## config.mk

```make
export PLATFORM = sky130hd
export DESIGN_NAME = clk_div_prog
export DESIGN_NICKNAME = d
export VERILOG_FILES = /design/src/rtl/clk_div_prog.sv
export SDC_FILE = /design/constraint.sdc
export NUM_CORES = 1
export LEC_CHECK = 0
export ABC_AREA = 1
export CAP_MARGIN = 20
export CORE_ASPECT_RATIO = 1.2
export CORE_MARGIN = 2
export CORE_UTILIZATION = 30
export CTS_CLUSTER_DIAMETER = 80
export DETAILED_ROUTE_END_ITERATION = 10
export HOLD_SLACK_MARGIN = 0.15
export PLACE_DENSITY = 0.46
export SLEW_MARGIN = 20
export SYNTH_ARGS = -nofsm -noshare
export SYNTH_HDL_FRONTEND = slang
export SYNTH_SLANG_ARGS = --single-unit
```

## constraint.sdc

```tcl
create_clock -name clk -period 4.2 [get_ports clk]
set_input_delay 0.63 -clock clk [delete_from_list [all_inputs] [get_ports clk]]
set_output_delay 0.63 -clock clk [all_outputs]
set_load 0.1 [all_outputs]
```

## src/rtl/clk_div_prog.sv

```systemverilog
`default_nettype none
// ============================================================================
//  Module      : clk_div_prog
//  Description : Programmable integer clock divider (N = 2..2^CNT_W-1) with
//                phase count, rising-edge tick and glitch-free runtime ratio
//                reprogramming at the period boundary.
//                Optional macro CLKDIV_ODD50_EN adds a negedge flop that
//                trims the high time of odd ratios to an exact 50% duty.
//  Revision    : 1.0 - initial release
// ============================================================================
module clk_div_prog #(
  parameter int CNT_W       = 4,
  parameter int DIV_DEFAULT = 4
) (
  input  logic             clk,
  input  logic             rst_n,
  input  logic             en,
  input  logic [CNT_W-1:0] div_ratio,
  input  logic             load,
  output logic             busy,
  output logic             clk_out,
  output logic [CNT_W-1:0] phase,
  output logic             tick
);

  localparam logic [CNT_W-1:0] C_ONE   = CNT_W'(1);
  localparam logic [CNT_W-1:0] C_TWO   = CNT_W'(2);
  localparam logic [CNT_W-1:0] C_RESET = CNT_W'(DIV_DEFAULT);

  logic [CNT_W-1:0] ratio;        // active divide ratio
  logic [CNT_W-1:0] pending;      // ratio waiting for the next boundary
  logic             idle;         // en was low on the previous posedge
  logic             clk_pos;      // posedge-registered divided clock

  logic [CNT_W-1:0] req_clamped;
  logic [CNT_W-1:0] ratio_nxt;
  logic [CNT_W-1:0] phase_nxt;
  logic [CNT_W-1:0] half_nxt;
  logic             wrap;
  logic             boundary;

  // Boundary detection and selection of the ratio that governs the next phase.
  // A restart after en was low counts as a boundary so a pending ratio lands
  // on a clean period start.
  always_comb begin
    req_clamped = (div_ratio < C_TWO) ? C_TWO : div_ratio;
    wrap        = (phase == (ratio - C_ONE));
    boundary    = en & (wrap | idle);
    ratio_nxt   = ratio;
    if (boundary) begin
      if (load)
        ratio_nxt = req_clamped;
      else if (busy)
        ratio_nxt = pending;
    end
    phase_nxt = wrap ? '0 : (phase + C_ONE);
    half_nxt  = ratio_nxt >> 1;
  end

  // Phase counter, divided clock and tick; all forced low while disabled.
  always_ff @(posedge clk or negedge rst_n) begin
    if (!rst_n) begin
      phase   <= '0;
      clk_pos <= 1'b0;
      tick    <= 1'b0;
      ratio   <= C_RESET;
      idle    <= 1'b0;
    end else if (en) begin
      phase   <= phase_nxt;
      clk_pos <= (phase_nxt >= half_nxt);
      tick    <= (phase_nxt == half_nxt);
      ratio   <= ratio_nxt;
      idle    <= 1'b0;
    end else begin
      phase   <= '0;
      clk_pos <= 1'b0;
      tick    <= 1'b0;
      idle    <= 1'b1;
    end
  end

  // Pending-ratio register: a load at a boundary is consumed directly,
  // otherwise it is held (last load wins) until the next boundary.
  always_ff @(posedge clk or negedge rst_n) begin
    if (!rst_n) begin
      pending <= '0;
      busy    <= 1'b0;
    end else if (boundary) begin
      busy    <= 1'b0;
    end else if (load) begin
      pending <= req_clamped;
      busy    <= 1'b1;
    end
  end

`ifdef CLKDIV_ODD50_EN
  logic clk_neg;

  // Half-cycle delayed copy; ANDing it in delays only the rising edge.
  always_ff @(negedge clk or negedge rst_n) begin
    if (!rst_n)
      clk_neg <= 1'b0;
    else
      clk_neg <= clk_pos;
  end

  // Odd ratios use the trimmed high time; even ratios pass straight through.
  assign clk_out = clk_pos & (ratio[0] ? clk_neg : 1'b1);
`else
  assign clk_out = clk_pos;
`endif

endmodule
`default_nettype wire

```

==> metrics.md, run 1 <==
| Metric | Value |
|---|---|
| Dpl cells | `182` |
| Maximum VDD drop | `0.2743 mV` |
| XOR/XNOR share of the synthesized area | `3.496%` |
| Detailed Route WL | `2115 µm` |
| Slowest CP cell | `clkdlybuf4s50_1` |
| Fin cells | `186` |
| Register area share after synthesis | `40.07%` |
| Synth async-reset ratio | `100.0%` |
| Crit-path cells | `clkdlybuf4s50_1` |
| Reg2reg end | `clk_out` |
| Slew Viols, Final | `0` |
| Post-synth top area share | `37.45%` |
| Crit. path cell count | `1` |
| Residual DRC | `0` |
| Synth unique cells | `21` |
| WP data required | `3.57 ns` |
| Slew margin rel. | `35.12%` |
| Post-synth EDFFs | `0` |
| Synth Warn # | `0` |
| R2R depth | `14` |
| Initial antenna violation count | `0` |
| Commonest register cell after synthesis | `dfrtp_1` |
| DRT antenna net count | `0` |
| Crit. End Element | `output pin` |
| Clock buffer depth | `2` |
| P per Cell Area | `588.4 nW/µm²` |
| DR iter-0 viols | `21` |
| Outcome | `finished clean` |
| Setup bufs post-CTS | `0` |
| Core area | `3281 µm²` |
| Cell Rows | `23` |
| RR Startpoint | `ratio[0]` |
| Hold EP | `pending[2]` |
| Worst-skew pair later-pin latency | `0.24 ns` |
| Final min period | `2.478 ns` |
| Via count | `836` |
| Family with the most delay on the worst path | `buffers and inverters` |
| Hold buffers post-CTS | `0` |
| CP bufs+invs | `1` |
| CTS H-tree lvls | `1` |
| Compound-gate portion of the synthesized area | `9.488%` |
| CP arrival | `1.85 ns` |
| Area leader, netlist | `dfrtp_1` |
| CTS Sinks | `16` |
| Syn_area_per_cell | `7.535 µm²` |
| Unrepaired setup endpoints after global routing | `no` |
| Total CTS buffers | `3` |
| Clock Skews | `0.002518 ns` |
| Drt pass-1 iters | `4` |
| Yosys reg bits | `16` |
| Vias in the first global route | `818` |
| Synthesized net count | `146` |
| Leak Pwr | `0.6640 nW` |
| Area occupied by multi-input gates | `503.0 µm²` |
| Post-Syn Instances | `133` |
| Share of cells above drive strength 1 | `9.396%` |
| CP Class | `reg2out` |
| Layout fillers | `365` |
| Hold Crit Start | `pending[2]` |
| Most frequent cells in the layout | `45 x nand2_1, 21 x inv_1, 15 x dfrtp_1` |
| TritonCTS clock tree | `done` |
| Setup_tns | `0 ns` |
| Via/cell ratio | `4.495` |
| R2R setup slack | `1.78 ns` |
| Post-detail-place hpwl | `1705 µm` |
| WL per Instance | `11.37 µm` |
| Post-cts sizing count | `0` |
| Die area | `3821 µm²` |
| Post-synthesis mux area share | `0%` |
| Setup violation total in the final timing report | `0` |
| Die Ht | `67.32 µm` |
| Total track usage | `11.90%` |
| Final Wtd Congestion | `0.7533` |
| Largest net degree at the start of global routing | `17` |
| Final Total Pwr | `0.7230 mW` |
| Startpoint types | `flop` |
| Post-route clock period utilization | `59.00%` |
| Layout area overhead | `22.60%` |
| # diodes | `0` |
| Mapped cell area | `1002 µm²` |
| Die X-Extent | `56.76 µm` |
| Synth Area in Adders | `6.242%` |
| Most common cell after layout, fill and taps aside | `nand2_1` |
| Largest family of logic cells by synthesized area | `simple AND/OR/NAND/NOR gates` |
| Root buf cell | `clkbuf_8` |
| Initial Util | `30.55%` |
| Boundary Pins | `15` |
| Ranking of synthesized cells by area | `dfrtp_1 37%, nand2_1 17%, inv_1 7.9%` |
| Fmax achieved | `0.4036 GHz` |
| Worst-path clk slew | `0.06 ns` |
| CP max FO | `5` |
| Max-Cap Viols | `0` |
| Slew @ Worst Pin | `0.9701 ns` |
| CP peak stage delay | `1.17 ns` |
| Layout Nets | `163` |
| Simple logic cell fraction of the synthesized area | `30.96%` |
| Register area | `401.6 µm²` |
| Hold Vio Cnt, Final | `0` |
| Global-route wire length before repair | `3491 µm` |
| Remaining global-route overflow | `0` |
| Hold Path Class | `reg2reg` |
| PortBufs | `14` |
| Hold path depth | `2` |
==> cells by family after synthesis <==
family,after synthesis
AND/OR/NAND/NOR,69
flip-flops,16
AO/OA/AOI/OAI,15
adder cells (fa/ha/maj),5
XOR/XNOR,4
buffers and inverters,24
==> synthesized netlist by cell type, drive strengths merged, types with 2 or more instances <==
cell and instances:
nand2 47, inv 22, dfrtp 15, nand3 12, o21ai 11, nor2 8
ha 5, a21oi 2, o211ai 2, xnor2 2, xor2 2
==> registers in the layout (all words and copies together), names as in the netlist <==
| name | cells |
|---|---|
| busy | 1 |
| clk_out | 1 |
| idle | 1 |
| pending | 4 |
| phase | 4 |
| ratio | 4 |
| tick | 1 |
==> metrics by stage <==
stage          cell area (µm²)  util, %  setup slack [ns]  hold WS [ns]
6_report                  1229    37.45             1.722        0.4815
4_1_cts                   1229    37.45             1.713        0.4842
3_5_place_dp              1174    35.77             1.547        0.4673
3_3_place_gp              1174    35.77             1.628        0.4636
5_1_grt                   1229    37.45             1.622        0.5155
2_1_floorplan             1002        -             1.688        0.3344
==> power by group <==
part | internal [mW] | switching (mW) | total [mW]
clock | 0.0830 | 0.0503 | 0.133
combinational | 0.116 | 0.255 | 0.371
sequential | 0.189 | 0.0292 | 0.219
==> worst max path at each step <==
stage / start / end / slack, ns
2_1_floorplan: phase[3] / clk_out / 1.69
3_5_place_dp: load / clk_out / 1.55
4_1_cts: phase[0] / phase[0] / 1.71
5_1_grt: ratio[0] / clk_out / 1.62
3_3_place_gp: load / clk_out / 1.63
6_report: phase[0] / phase[0] / 1.72
==> routing by layer <==
layer  global-route usage [%]  up-vias  wire length (µm)
li1                         -      449                 -
met3                    1.149        2                40
met5                        0        -                 0
met1                    14.66      375               995
met4                    4.360        0                19
met2                    21.66       10              1059
==> layout make-up <==
class,count,share of cell area [%]
Multi-Input combinational cell,93,40.94
Sequential cell,16,32.69
Timing Repair Buffer,14,11.41
Inverter,22,6.721
Clock buffer,4,4.481
Tap cell,37,3.768
(Power assumes the default switching activity.)
==> inputs of run 2 (changes only) <==
--- a/config.mk
+++ b/config.mk
@@ -13,7 +13,7 @@
 export CTS_CLUSTER_DIAMETER = 80
 export DETAILED_ROUTE_END_ITERATION = 10
 export HOLD_SLACK_MARGIN = 0.15
-export PLACE_DENSITY = 0.46
+export PLACE_DENSITY = 0.48
 export SLEW_MARGIN = 20
 export SYNTH_ARGS = -nofsm -noshare
 export SYNTH_HDL_FRONTEND = slang
==> constraint.sdc (replaced) <==
create_clock -name clk -period 2.2 [get_ports clk]
set_input_delay 0.33 -clock clk [delete_from_list [all_inputs] [get_ports clk]]
set_output_delay 0.33 -clock clk [all_outputs]
set_load 0.1 [all_outputs]
==> metrics.md, run 2 (synthesized netlist as in run 1, its figures left out) <==
| Metric | Value |
|---|---|
| R2R depth | `14 (unchanged)` |
| Clock Skews | `0.002723 ns (+0.0002050 ns)` |
| Met3 GRT Util | `1.724% (+0.57 points)` |
| Slew @ Worst Pin | `0.4611 ns (-0.5090 ns)` |
| Worst-skew pair later-pin latency | `0.25 ns (about the same)` |
| Share of cells above drive strength 1 | `27.22% (+18 points)` |
| Initial Util | `30.55% (unchanged)` |
| Layout fillers | `353 (-3.3%)` |
| Maximum VDD drop | `0.5706 mV (+110%)` |
| Final Wtd Congestion | `0.7908 (+5.0%)` |
| Global-route wire length before repair | `3891 µm (+11%)` |
| WL per Instance | `12.06 µm (+6.1%)` |
| Unrepaired setup endpoints after global routing | `yes` |
| Fmax achieved | `0.4622 GHz` |
| Layout Nets | `172 (+5.5%)` |
| Final Total Pwr | `1.521 mW (+110%)` |
| CP bufs+invs | `2 (+1)` |
| Outcome | `finished clean` |
| Grt met1 use | `16.17% (+1.5 points)` |
| CTS H-tree lvls | `1 (unchanged)` |
| Dpl cells | `191 (+4.9%)` |
| Met2 layer usage reported by global route | `24.27% (+2.6 points)` |
| Initial antenna violation count | `0 (unchanged)` |
| Via/cell ratio | `4.559 (+1.4%)` |
| Crit. End Element | `flop` |
| Vias in the first global route | `866 (+5.9%)` |
| Via count | `889 (+6.3%)` |
| Die X-Extent | `56.76 µm (unchanged)` |
| Leak Pwr | `0.7190 nW (+8.3%)` |
| Family with the most delay on the worst path | `simple AND/OR/NAND/NOR gates` |
| CP max FO | `8 (+3)` |
| Hold Path Class | `in2async` |
| Slowest CP cell | `dfrtp_1` |
| Die Ht | `67.32 µm (unchanged)` |
| Detailed Route WL | `2352 µm (+11%)` |
| Util after Layout | `41.30% (+3.9 points)` |
| R2R setup slack | `0.04 ns (-1.74 ns)` |
| Post-layout instance area | `1355 µm² (+10%)` |
| RR Startpoint | `ratio[0]` |
| Remaining global-route overflow | `0 (unchanged)` |
| Setup violation total in the final timing report | `0 (unchanged)` |
| P per Cell Area | `1122 nW/µm² (+91%)` |
| CP peak stage delay | `0.39 ns (-0.78 ns)` |
| DR iter-0 viols | `12 (-43%)` |
| Slew Viols, Final | `0 (unchanged)` |
| CP Class | `reg2reg` |
| Cell Rows | `23 (unchanged)` |
| Final min period | `2.164 ns` |
| Total CTS buffers | `3 (unchanged)` |
| Slew margin rel. | `68.93% (+34 points)` |
| Placed inst area | `1235 µm² (+5.2%)` |
| Root buf cell | `clkbuf_8` |
| Cell mode on critical path | `nand3_1` |
| DRT antenna net count | `0 (unchanged)` |
| Worst-path clk slew | `0.07 ns (about the same)` |
| Crit-path cells | `inv_2 > ha_4 > xnor2_2 > nor2_2 > nand3_4 > nand2_4 > nand2_8 > buf_6 > o21ai_4 > ha_1 > nand2_1 > nor2_1 > nand3_1 > nand3_1` |
| Most used routing layer | `met2` |
| Most frequent cells in the layout | `43 x nand2_1, 19 x inv_1, 15 x buf_4` |
| Top Registers | `pending x4, phase x4, ratio x4` |
| Clock buffer depth | `2 (unchanged)` |
| Core area | `3281 µm² (unchanged)` |
| Total track usage | `13.52% (+1.6 points)` |
| Largest net degree at the start of global routing | `17 (unchanged)` |
| CTS Sinks | `16 (unchanged)` |
| Most common cell after layout, fill and taps aside | `nand2_1` |
| Residual DRC | `0 (unchanged)` |
| Die area | `3821 µm² (unchanged)` |
| Boundary Pins | `15 (unchanged)` |
| Hold Vio Cnt, Final | `0 (unchanged)` |
| TritonCTS clock tree | `done` |
| PortBufs | `14 (unchanged)` |
| CP arrival | `2.30 ns (+0.45 ns)` |
| Layout area overhead | `35.21%` |
| Fin cells | `195 (+4.8%)` |
| Max-Cap Viols | `0 (unchanged)` |
| Startpoint types | `flop` |
| Drt pass-1 iters | `4 (unchanged)` |
| Post-route clock period utilization | `98.35%` |
| WP data required | `2.34 ns (-1.23 ns)` |
| Post-detail-place hpwl | `1791 µm (+5.1%)` |
| Reg2reg end | `clk_out` |
| # diodes | `0 (unchanged)` |
==> run 2: how the worst max path moves through the flow <==
| stage | start | endpoint | cells after the start | slack [ns] |
|---|---|---|---|---|
| finish | ratio[0] | clk_out | 14 | 0.04 |
| detailed placement | ratio[0] | clk_out | 14 | -0.003 |
| global placement | load | clk_out | 9 | 0.02 |
| global route | ratio[0] | clk_out | 14 | -0.13 |
| CTS | ratio[0] | clk_out | 14 | 0.0001 |
| floorplan | ratio[0] | clk_out | 14 | 0.007 |
==> run 2: through the flow <==
stage | hold slack, ns | setup TNS, ns | setup WS (ns)
after global routing | 0.4177 | -0.1761 | -0.1264
after CTS | 0.3985 | 0 | 0.0001299
after global placement | 0.4643 | 0 | 0.02316
after detailed placement | 0.4641 | -0.002987 | -0.002987
after floorplan | 0.03441 | 0 | 0.006683
final | 0.3947 | 0 | 0.03623
==> run 2: final cells by class <==
class / count / area, µm² / area share (%)
tap: 37 / 46.29 / 3.416
clock buffer: 4 / 55.05 / 4.063
timing repair buffer: 23 / 193.9 / 14.31
inverter: 22 / 82.58 / 6.094
sequential: 16 / 412.9 / 30.47
multi-input combinational: 93 / 564.3 / 41.64
==> run 2: timing repair <==
action / CTS / global route
setup buffers: 0 / 1
gates resized for setup: 1 / 10
pin swaps: 4 / 8
hold buffers: 0 / 0
endpoints found under the setup margin: 1 / 2
==> run 2: metal layers <==
| metal | up-vias | wire length (µm) |
|---|---|---|
| li1 | 465 | - |
| met1 | 406 | 1052 |
| met2 | 14 | 1201 |
| met3 | 4 | 57 |
| met4 | 0 | 40 |
| met5 | - | 0 |
==> run 2: power breakdown <==
part / internal [mW] / switching (mW) / total (mW)
combinational: 0.290 / 0.543 / 0.833
clock: 0.159 / 0.107 / 0.266
sequential: 0.366 / 0.0560 / 0.422
total: 0.815 / 0.706 / 1.52
==> inputs of run 3 (changes only) <==
--- a/config.mk
+++ b/config.mk
@@ -10,7 +10,6 @@
 export CORE_ASPECT_RATIO = 1.2
 export CORE_MARGIN = 2
 export CORE_UTILIZATION = 30
-export CTS_CLUSTER_DIAMETER = 80
 export DETAILED_ROUTE_END_ITERATION = 10
 export HOLD_SLACK_MARGIN = 0.15
 export PLACE_DENSITY = 0.48
==> results of run 3 <==
Same layout as run 2: the final DEF is identical, and so are final timing and power.
